**config.mk**
```make
export PLATFORM = sky130hd
export DESIGN_NAME = timer_bank
export DESIGN_NICKNAME = d
export VERILOG_FILES = /design/src/rtl/timer_bank.sv
export SDC_FILE = /design/constraint.sdc
export NUM_CORES = 1
export LEC_CHECK = 0
export BUFFER_PORTS_ARGS = -buffer_cell sky130_fd_sc_hd__buf_2
export CAP_MARGIN = 10
export CORE_MARGIN = 1.5
export CORE_UTILIZATION = 53
export DETAILED_ROUTE_END_ITERATION = 10
export PLACE_DENSITY = 0.74
export REMOVE_ABC_BUFFERS = 1
export SLEW_MARGIN = 30
export SYNTH_ARGS = -nofsm -noshare
export SYNTH_HDL_FRONTEND = slang
export SYNTH_SLANG_ARGS = --single-unit
```
**constraint.sdc**
```tcl
create_clock -name clk -period 2.5 [get_ports clk]
set_clock_uncertainty 0.05 [all_clocks]
set_input_delay 0.375 -clock clk [delete_from_list [all_inputs] [get_ports clk]]
set_output_delay 0.375 -clock clk [all_outputs]
set_load 0.05 [all_outputs]
```
**src/rtl/timer_bank.sv**
```systemverilog
// Bank of N_TIMERS memory-mapped auto-reload timers with W1C interrupt flags and a summary STATUS register.
// Optional shared prescaler is built only when TIMER_BANK_PRESCALER_EN is defined.
module timer_bank #(
    parameter logic [31:0] BASE_ADDR = 32'h40000000,
    parameter int          N_TIMERS  = 4,
    parameter int          WIDTH     = 32
) (
    input  logic        clk,
    input  logic        reset,
    input  logic        rd,
    input  logic        wr,
    input  logic [31:0] addr,
    input  logic [31:0] wdata,
    output logic [31:0] rdata,
    output logic        irqout
);

    localparam logic [31:0] CH_SPAN = 32'(16 * N_TIMERS);

    logic [31:0]         off;
    logic                aligned;
    logic                ch_hit;
    logic                status_hit;
    logic                pre_hit;
    logic [2:0]          ch_sel;
    logic [1:0]          reg_sel;
    logic                tick;

    logic [WIDTH-1:0]    th [N_TIMERS];
    logic [WIDTH-1:0]    tl [N_TIMERS];
    logic [N_TIMERS-1:0] en, ie, pend, os;
    logic [N_TIMERS-1:0] wr_th, wr_tl, wr_tcon, ovf, clr;

    // Upper wdata bits are legitimately ignored for narrow counters.
    logic unused_wdata;
    assign unused_wdata = ^wdata;

    assign off        = addr - BASE_ADDR;
    assign aligned    = (addr[1:0] == 2'b00);
    assign ch_hit     = aligned && (off < CH_SPAN);
    assign status_hit = aligned && (off == CH_SPAN);
    assign pre_hit    = aligned && (off == CH_SPAN + 32'd4);
    assign ch_sel     = off[6:4];
    assign reg_sel    = off[3:2];

`ifdef TIMER_BANK_PRESCALER_EN
    logic [15:0] prescale;
    logic [15:0] pcnt;

    assign tick = (pcnt == prescale);

    always_ff @(posedge clk or negedge reset) begin
        if (!reset) begin
            prescale <= '0;
            pcnt     <= '0;
        end else if (wr && pre_hit) begin
            prescale <= wdata[15:0];
            pcnt     <= '0;
        end else begin
            pcnt <= tick ? 16'd0 : pcnt + 16'd1;
        end
    end
`else
    assign tick = 1'b1;
`endif

    always_comb begin
        wr_th   = '0;
        wr_tl   = '0;
        wr_tcon = '0;
        ovf     = '0;
        clr     = '0;
        for (int i = 0; i < N_TIMERS; i++) begin
            wr_th[i]   = wr && ch_hit && (ch_sel == 3'(i)) && (reg_sel == 2'd0);
            wr_tl[i]   = wr && ch_hit && (ch_sel == 3'(i)) && (reg_sel == 2'd1);
            wr_tcon[i] = wr && ch_hit && (ch_sel == 3'(i)) && (reg_sel == 2'd2);
            ovf[i]     = tick && en[i] && (tl[i] == '1);
            clr[i]     = (wr_tcon[i] && wdata[2]) || (wr && status_hit && wdata[i]);
        end
    end

    // Overflow set is OR'd after the clear so a same-edge W1C never drops an interrupt.
    always_ff @(posedge clk or negedge reset) begin
        if (!reset) begin
            for (int i = 0; i < N_TIMERS; i++) begin
                th[i] <= '0;
                tl[i] <= '0;
            end
            en   <= '0;
            ie   <= '0;
            pend <= '0;
            os   <= '0;
        end else begin
            for (int i = 0; i < N_TIMERS; i++) begin
                if (wr_th[i])
                    th[i] <= wdata[WIDTH-1:0];
                if (wr_tl[i])
                    tl[i] <= wdata[WIDTH-1:0];
                else if (tick && en[i])
                    tl[i] <= ovf[i] ? th[i] : tl[i] + WIDTH'(1);
                if (wr_tcon[i]) begin
                    en[i] <= wdata[0];
                    ie[i] <= wdata[1];
                    os[i] <= wdata[3];
                end else if (ovf[i] && os[i]) begin
                    en[i] <= 1'b0;
                end
                pend[i] <= (ovf[i] && ie[i]) || (pend[i] && !clr[i]);
            end
        end
    end

    always_comb begin
        rdata = '0;
        if (rd) begin
            if (ch_hit) begin
                for (int i = 0; i < N_TIMERS; i++) begin
                    if (ch_sel == 3'(i)) begin
                        case (reg_sel)
                            2'd0:    rdata = 32'(th[i]);
                            2'd1:    rdata = 32'(tl[i]);
                            2'd2:    rdata = {28'd0, os[i], pend[i], ie[i], en[i]};
                            default: rdata = '0;
                        endcase
                    end
                end
            end else if (status_hit) begin
                rdata = 32'(pend);
            end
`ifdef TIMER_BANK_PRESCALER_EN
            else if (pre_hit) begin
                rdata = 32'(prescale);
            end
`endif
        end
    end

    assign irqout = |(pend & ie);

endmodule

```
Word-level counts from Yosys, hierarchy flattened
Cells that the tools add are included.
Widths: inputs -> output; s select.
{"block": "classes", "addsub": 5, "magnitude_cmp": 1, "n_eq_ne": 10, "muxes": 31, "n_bitwise": 1, "reduce_logical": 68}
{"operator": "$mux 32", "count": 18}
{"operator": "$pmux 32 s3", "count": 4}
{"operator": "$add 32x1->32 const B", "count": 4}
{"operator": "$eq 32x32->1 const B", "count": 4}
{"operator": "$logic_and 1x1->1", "count": 44}
{"operator": "$eq 32x7->1 const B", "count": 1}
{"operator": "$lt 32x7->1 const B", "count": 1}
{"operator": "$sub 32x31->32 const B", "count": 1}
{"operator": "$reduce_bool 2->1", "count": 8}
{"operator": "$logic_or 1x1->1", "count": 8}
{"operator": "$mux 1", "count": 8}
{"operator": "$eq 3x2->1 const B", "count": 2}
{"operator": "$and 4x4->4", "count": 1}
{"operator": "$logic_not 1->1", "count": 4}
{"operator": "$logic_not 2->1", "count": 2}
{"operator": "$mux 4", "count": 1}
{"operator": "$reduce_or 4->1", "count": 1}
{"operator": "$eq 3x1->1 const B", "count": 1}
{"operator": "$logic_not 3->1", "count": 1}
{"operator": "$eq 2x1->1 const B", "count": 1}
{"operator": "$eq 2x2->1 const B", "count": 1}
{"block": "totals", "register_bits": 272, "input_bits": 68, "output_inout_bits": 33, "word_cells": 137}

Longest topological paths before layout
Gate-level depths: netlist of the first run.
{"block": "depth", "depth_word": 11, "mapped_depth": 10, "ltp_nobuf": 7}

Worst setup path after synthesis of the first run
Ideal clock, no wire load.
{"block": "synth_path", "path_type": "input to output", "start": "input port addr[28]", "end": "output port rdata[11]", "arrival_ps": 2588, "t_required_ps": 2075, "slack_ps": -513, "cell_stages": 7, "path_buffers": 2, "path_cell_list": "nor4b_1 -> nand4_2 -> nor3_1 -> buf_2 -> nand2_1 -> clkbuf_1 -> nor2_1"}
{"block": "synth_between", "elab_chain_len": 5}
{"element": "start, declared", "line": "12", "rtl": "input logic [31:0] addr,"}
{"element": "$sub 32x31->32", "line": "38", "rtl": "assign off = addr - BASE_ADDR;"}
{"element": "$lt 32x7->1", "line": "40", "rtl": "assign ch_hit = aligned && (off < CH_SPAN);"}
{"element": "$logic_and 1x1->1", "line": "40"}
{"element": "$mux 32", "line": "116", "rtl": "if (ch_hit) begin"}
{"element": "$mux 32", "line": "115", "rtl": "if (rd) begin"}
{"element": "end, declared", "line": "14", "rtl": "output logic [31:0] rdata,"}
Every way passes these cells.

Final worst setup path of the first run
{"block": "layout_path", "start": "register th[98] in the netlist's numbering", "end": "output port rdata[2]"}
{"block": "layout_between", "elab_chain_len": 7}
{"element": "start, declared", "line": "29", "rtl": "logic [WIDTH-1:0] th [N_TIMERS];"}
{"element": "start signal, assigned by index", "line": "96", "rtl": "th[i] <= wdata[WIDTH-1:0];"}
{"element": "$pmux 32 s3", "line": "119", "rtl": "case (reg_sel)"}
{"element": "$mux 32 (4 in series)", "line": "118", "rtl": "if (ch_sel == 3'(i)) begin"}
{"element": "$mux 32", "line": "116"}
{"element": "$mux 32", "line": "115"}
Every way passes these cells.

==> impl_metrics.csv, run 1 <==
group,metric,value,unit
detailed_routing,vias_per_cell,6.639,
critical_path,cp-start-kind,"register",
clocking,numClockSinks,272,
logic_synthesis,syn-mean-instance-area,9.201,µm²
detailed_routing,drtPass1Iterations,5,
sta,period_share,102.7,%
detailed_routing,vias,16903,
place,portBuffers,100,
detailed_routing,met2_length,27.99,mm
detailed_routing,routed.top_layer,"met4",
detailed_routing,drt-wirelength-per-cell,24.48,µm
sta,fin_setup_tns,-0.1799,ns
logic_synthesis,ys_ff_latch,272,
sta,finalWorstSetupSlack,-0.06627,ns
status,violations,"negative setup slack",
global_route,grt_max_degree,69,
critical_path,worstPathArrival,2.14,ns
critical_path,critPathMaxFanout,2,
clocking,cts_tree,"built",
place,dp_hpwl,44.96,mm
logic_synthesis,netlist_area,0.01731,mm²
detailed_routing,wl_met1,26.20,mm
detailed_routing,wl_met3,4.577,mm
worst_hold_path,hold_path.class,"in2reg",
die,start_util,54.29,%
global_route,grt_pass1_vias,16125,
clocking,cts_inserted_buffers,34,
die,fp.dieH,183.7,µm
sta,period_minus_slack,2.566,ns
layout,drive_gt1_share,27.29,%
sta,relSlewSlack,59.92,%
clocking,cts_buffer_depth,3,
logic_synthesis,yosysWarnings,0,
global_route,gr-total-overflow,0,
power,leakagePower,9.517,nW
critical_path,cp_data_required_time,2.08,ns
logic_synthesis,yosysSeqAreaShare,39.33,%
sta,fmax,389.7,MHz
clocking,insertion_delay,0.53,ns
detailed_routing,drc,0,
sta,timing.final.max_slew_violations,0,
logic_synthesis,synth-edff-count,0,
logic_synthesis,synthArstFlopShare,100.0,%
layout,insertedDiodeCount,0,
global_route,antenna_found_initial,1,
critical_path,worstSetupPathType,"reg2out",
clocking,root_buffer,"clkbuf_16",
critical_path,cp-end-kind,"output pin",
layout,finalNetCount,2162,
logic_synthesis,syn_inst,1881,
clocking,cts.htree.levels,2,
logic_synthesis,ys.flop_type,"dfrtp_1",
die,std_cell_rows,65,
power,pwr_density_cell,482.8,mW/mm²
die,core_area,0.03188,mm²
die,num_io_pins,101,
sta,hold_ws,0.08701,ns
die,die_w,183.7,µm
global_route,grt_use_total,36.73,%
logic_synthesis,synth_cell_types,71,
global_route,grt_pass1_wl,94.31,mm
run,max-cap-violations,0,
detailed_routing,drt-initial-drc-count,1912,
detailed_routing,final_antenna_net_count,0,
place,place.gp.congestion,1.039,
detailed_routing,drt_wl_total,62.34,mm
power,ir_drop,0.0005961,V
layout,area_delta_synth_final,22.08,%
sta,rsz0062_at_grt,"true",
sta,tightest_slew,0.6012,ns
status,status,"complete, but fails checks",
die,die_area,0.03375,mm²
sta,finalHoldViolations,0,
sta,finalSetupViolations,4,
clocking,clk_pin_slew,0.06,ns
==> power breakdown <==
part / internal (mW) / switching [mW]
Combinational: 0.228 / 0.453
Sequential: 4.40 / 0.00000157
Clock: 3.13 / 1.99
Total: 7.76 / 2.44
==> synth_stat cells (23+ instances only) <==
| cell | number | share of area [%] |
|---|---|---|
| a21oi_1 | 88 | 2.5 |
| nand4_1 | 47 | 1.7 |
| a21o_1 | 33 | 1.4 |
| nand2_1 | 165 | 3.6 |
| o211ai_1 | 24 | 1.0 |
| clkbuf_1 | 97 | 2.1 |
| nor2_1 | 150 | 3.3 |
| and4_1 | 29 | 1.5 |
| inv_1 | 30 | 0.65 |
| mux2_2 | 153 | 10 |
| nand3_1 | 81 | 2.3 |
| mux2i_1 | 144 | 8.3 |
| buf_2 | 23 | 0.67 |
| o22ai_1 | 64 | 2.3 |
| o21ai_0 | 81 | 2.3 |
| nor4_1 | 31 | 1.1 |
| nor3_1 | 52 | 1.5 |
| dfrtp_1 | 272 | 39 |
| and3_1 | 37 | 1.3 |
| a31oi_1 | 33 | 1.2 |
==> kinds of logic after synthesis <==
kind of cell / Yosys count / synth area share [%]
AOI/OAI and AO/OA: 450 / 16.94
xor gates and xnor gates: 29 / 1.467
adders and majority gates: 4 / 0.2892
buffers and inverters: 167 / 4.200
DFF: 272 / 39.33
muxes: 297 / 18.28
and+or+nand+nor: 662 / 19.50
==> worst paths after layout <==
kind / slack, ns / from / cells past startpoint / end
worst max-delay path: -0.07 / th[98]$_DFFE_PN0P_ / 7 / rdata[2]
worst min-delay path: 0.09 / wdata[0] / 3 / tl[32]$_DFFE_PN0P_
worst max register to register: 0.03 / tl[89]$_DFFE_PN0P_ / 7 / tl[65]$_DFFE_PN0P_
worst min register to register: 0.47 / th[32]$_DFFE_PN0P_ / 2 / th[32]$_DFFE_PN0P_
max in group asynchronous: 1.16 / reset / 3 / th[120]$_DFFE_PN0P_
min in group asynchronous: 0.39 / reset / 2 / tl[24]$_DFFE_PN0P_
==> layout make-up <==
| type | count | area (µm²) |
|---|---|---|
| well taps | 435 | 544.3 |
| clock buffers | 44 | 1002 |
| repair buffers | 308 | 2487 |
| flip-flops and latches | 272 | 6815 |
| fillers | 2642 | 10750 |
| inverters | 30 | 112.6 |
| clock inverters | 13 | 148.9 |
| multi-input cells | 1444 | 10020 |
==> stage by stage <==
| step | area [µm²] | setup slack [ns] | power [mW] | cells | util, % |
|---|---|---|---|---|---|
| 2_1_floorplan | 16690 | -1.057 | 4.652 | 1744 | - |
| 3_3_place_gp | 19590 | -0.02287 | 5.129 | 2474 | 61.44 |
| 3_5_place_dp | 19590 | -0.06527 | 5.134 | 2474 | 61.44 |
| 4_1_cts | 20910 | -0.06658 | 10.23 | 2538 | 65.58 |
| 5_1_grt | 21130 | -0.1296 | 10.46 | 2546 | 66.28 |
| 6_report | 21130 | -0.06627 | 10.20 | 2546 | 66.28 |
==> timing repair <==
action                     CTS  global route
setup endpoints to repair   32            69
hold endpoints to repair    60             0
cloned                       0             2
hold buffers                 1             0
setup buffers                7             6
resized for setup           29            36
pin swaps                   11            14
==> flip-flops by register name (all words and copies together) (netlist names) <==
| signal | cells |
|---|---|
| th | 128 |
| en | 4 |
| os | 4 |
| pend | 4 |
| ie | 4 |
| tl | 128 |
==> critical path: stages, from the launching register on <==
cell,delay [ns]
dfrtp_1,0.38
mux2_4,0.29
a221oi_4,0.25
o22ai_2,0.16
o2bb2ai_2,0.16
a22oi_1,0.16
nor2b_1,0.07
buf_6,0.15
==> per-layer routing <==
| layer | vias up | global-route usage [%] |
|---|---|---|
| met2 | 879 | 57.52 |
| met5 | - | 0 |
| met4 | 0 | 19.11 |
| met1 | 8353 | 49.87 |
| met3 | 186 | 4.774 |
| li1 | 7485 | - |
==> cells in the final DEF, fill, tap and decap left out, types with 47 or more instances in the layout <==
cell type / Yosys / layout
o21ai_0: 81 / 81
nand2_1: 165 / 164
o22ai_1: 64 / 60
buf_2: 23 / 83
a21oi_1: 88 / 87
nor3_1: 52 / 49
buf_4: 2 / 183
nor2_1: 150 / 149
nand3_1: 81 / 81
mux2_2: 153 / 149
nand4_1: 47 / 47
dfrtp_1: 272 / 267
mux2i_1: 144 / 144
(Power assumes the default switching activity.)
==> inputs of run 2 (changes only) <==
Settings changed: CELL_PAD_IN_SITES_DETAIL_PLACEMENT from default to 0, CELL_PAD_IN_SITES_GLOBAL_PLACEMENT from default to 1, CORE_UTILIZATION 53 to 44, PLACE_DENSITY 0.74 to default, PLACE_DENSITY_LB_ADDON from default to 0.1, SETUP_SLACK_MARGIN from default to 0.4.
==> impl_metrics.csv, run 2 (synthesized netlist as in run 1, its figures left out) <==
group,metric,value,unit
clocking,cts_tree,"built",
clocking,cts_inserted_buffers,36,
sta,fin_setup_tns,-0.3395,ns
sta,finalSetupViolations,4,
layout,fin_area,0.02494,mm²
sta,tightest_slew,0.7403,ns
critical_path,cp-start-kind,"register",
place,place.gp.congestion,0.9830,
place,place_ws,-0.1647,ns
layout,insertedDiodeCount,0,
critical_path,endpoint,"rdata[0]",
place,post_dp_cell_area,0.01984,mm²
clocking,root_buffer,"clkbuf_16",
sta,fmax,383.5,MHz
detailed_routing,vias_per_cell,6.336,
power,pwr_density_cell,417.8,mW/mm²
critical_path,ff2ff_path_depth,11,
sta,period_share,104.3,%
die,num_io_pins,101,
layout,finalNetCount,2297,
detailed_routing,drt-wirelength-per-cell,25.90,µm
layout,final_util,64.38,%
sta,timing.final.max_slew_violations,0,
power,leakagePower,10.74,nW
place,dp.cells,2570,
layout,drive_gt1_share,44.02,%
detailed_routing,vias,17532,
critical_path,cp_data_required_time,2.08,ns
critical_path,regToRegSetupSlack,0.05,ns
run,max-cap-violations,0,
place,portBuffers,100,
critical_path,critPathMaxFanout,29,
global_route,grt_use_total,33.99,%
global_route,antenna_found_initial,0,
global_route,grt_max_degree,74,
power,power,10.42,mW
clocking,clk_pin_slew,0.06,ns
status,status,"complete, but fails checks",
critical_path,critPathLaunch,"en[2]$_DFFE_PN0P_",
status,violations,"negative setup slack",
detailed_routing,drt-initial-drc-count,1761,
detailed_routing,drc,0,
die,start_util,44.68,%
global_route,grt_pass1_vias,16930,
sta,rsz0062_at_grt,"true",
layout,nFillCells,3168,
die,die_w,201.3,µm
detailed_routing,final_antenna_net_count,0,
layout,layout_common_cells,"dfrtp_1, buf_4, nand2_1",
worst_hold_path,hold_path.class,"in2reg",
clocking,cts_buffer_depth,3,
global_route,grt_pass1_wl,105.4,mm
detailed_routing,drtPass1Iterations,6,
layout,final_cell_count_no_fill,2767,
layout,area_delta_synth_final,44.10,%
sta,relSlewSlack,50.65,%
power,ir_drop,0.0004738,V
place,dp_hpwl,48.73,mm
critical_path,cp-end-kind,"output pin",
die,die_area,0.04054,mm²
sta,hold_ws,0.06051,ns
detailed_routing,drt_wl_total,71.67,mm
critical_path,worstSetupPathType,"reg2out",
sta,period_minus_slack,2.608,ns
global_route,gr-total-overflow,0,
critical_path,r2r-end,"tl[115]$_DFFE_PN0P_",
die,fp.dieH,201.3,µm
die,std_cell_rows,72,
clocking,cts.htree.levels,2,
clocking,insertion_delay,0.55,ns
layout,top_regs,"th (128), tl (128)",
die,core_area,0.03874,mm²
sta,finalWorstSetupSlack,-0.1076,ns
clocking,numClockSinks,272,
critical_path,worstPathArrival,2.18,ns
critical_path,r2r_start,"tl[96]$_DFFE_PN0P_",
sta,finalHoldViolations,0,
layout,final_common_cell,"dfrtp_1",
run 2: cell count changes in the layout (fill, tap and decap cells not counted), moves of 19 or more:
cell     delta
o21ai_0    -48
buf_2      -24
a21oi_1    -22
o22ai_2    +21
o21ai_1    +34
nor2_4     +29
nor2_1     -41
buf_6      +81
buf_4      +44
mux2i_1    -28
mux2i_2    +19
o22ai_1    -25
run 2: area by class of cell:
type | instances | area, µm² | area share (%)
clock buffer | 50 | 1055 | 4.229
tap | 518 | 648.1 | 2.599
timing repair buffer | 440 | 4278 | 17.15
inverter | 30 | 112.6 | 0.4515
multi-input combinational | 1445 | 11900 | 47.72
clock inverter | 12 | 112.6 | 0.4515
sequential | 272 | 6832 | 27.39
run 2: layer usage:
layer	vias to the layer above	routed length, µm	track usage, %
met5	-	0	0
met4	0	2835	12.21
met3	157	5457	5.960
met2	802	31790	51.48
met1	8789	31580	48.71
li1	7784	-	-
run 2: worst min path at each step:
stage	end	slack [ns]	depth (start not counted)	from
finish	tl[32]$_DFFE_PN0P_	0.06	3	wdata[0]
global placement	tl[24]$_DFFE_PN0P_	0.38	1	reset
global route	tl[32]$_DFFE_PN0P_	0.09	3	wdata[0]
detailed placement	tl[24]$_DFFE_PN0P_	0.38	1	reset
floorplan	en[0]$_DFFE_PN0P_	0.03	0	reset
CTS	tl[32]$_DFFE_PN0P_	0.03	3	wdata[0]
run 2: repair_timing:
| item | 4_1_cts | 5_1_grt |
|---|---|---|
| setup buffers | 58 | 62 |
| cloned | 7 | 7 |
| pin swaps | 116 | 140 |
| endpoints found under the hold margin | 63 | 0 |
| resized for setup | 383 | 272 |
| hold buffers | 1 | 0 |
| setup endpoints to repair | 145 | 147 |
run 2: power by group:
| group | switching, mW | internal (mW) | total [mW] |
|---|---|---|---|
| clock network | 2.09 | 3.14 | 5.22 |
| logic | 0.506 | 0.286 | 0.792 |
| registers | 0.00000248 | 4.40 | 4.40 |
run 2: worst max-delay path: stages, from the launching register on:
cell	delay [ns]
dfrtp_2	0.51
buf_12	0.23
mux2i_1	0.10
o211ai_1	0.20
o2bb2ai_1	0.16
a22oi_1	0.09
nor2b_1	0.16
buf_6	0.18
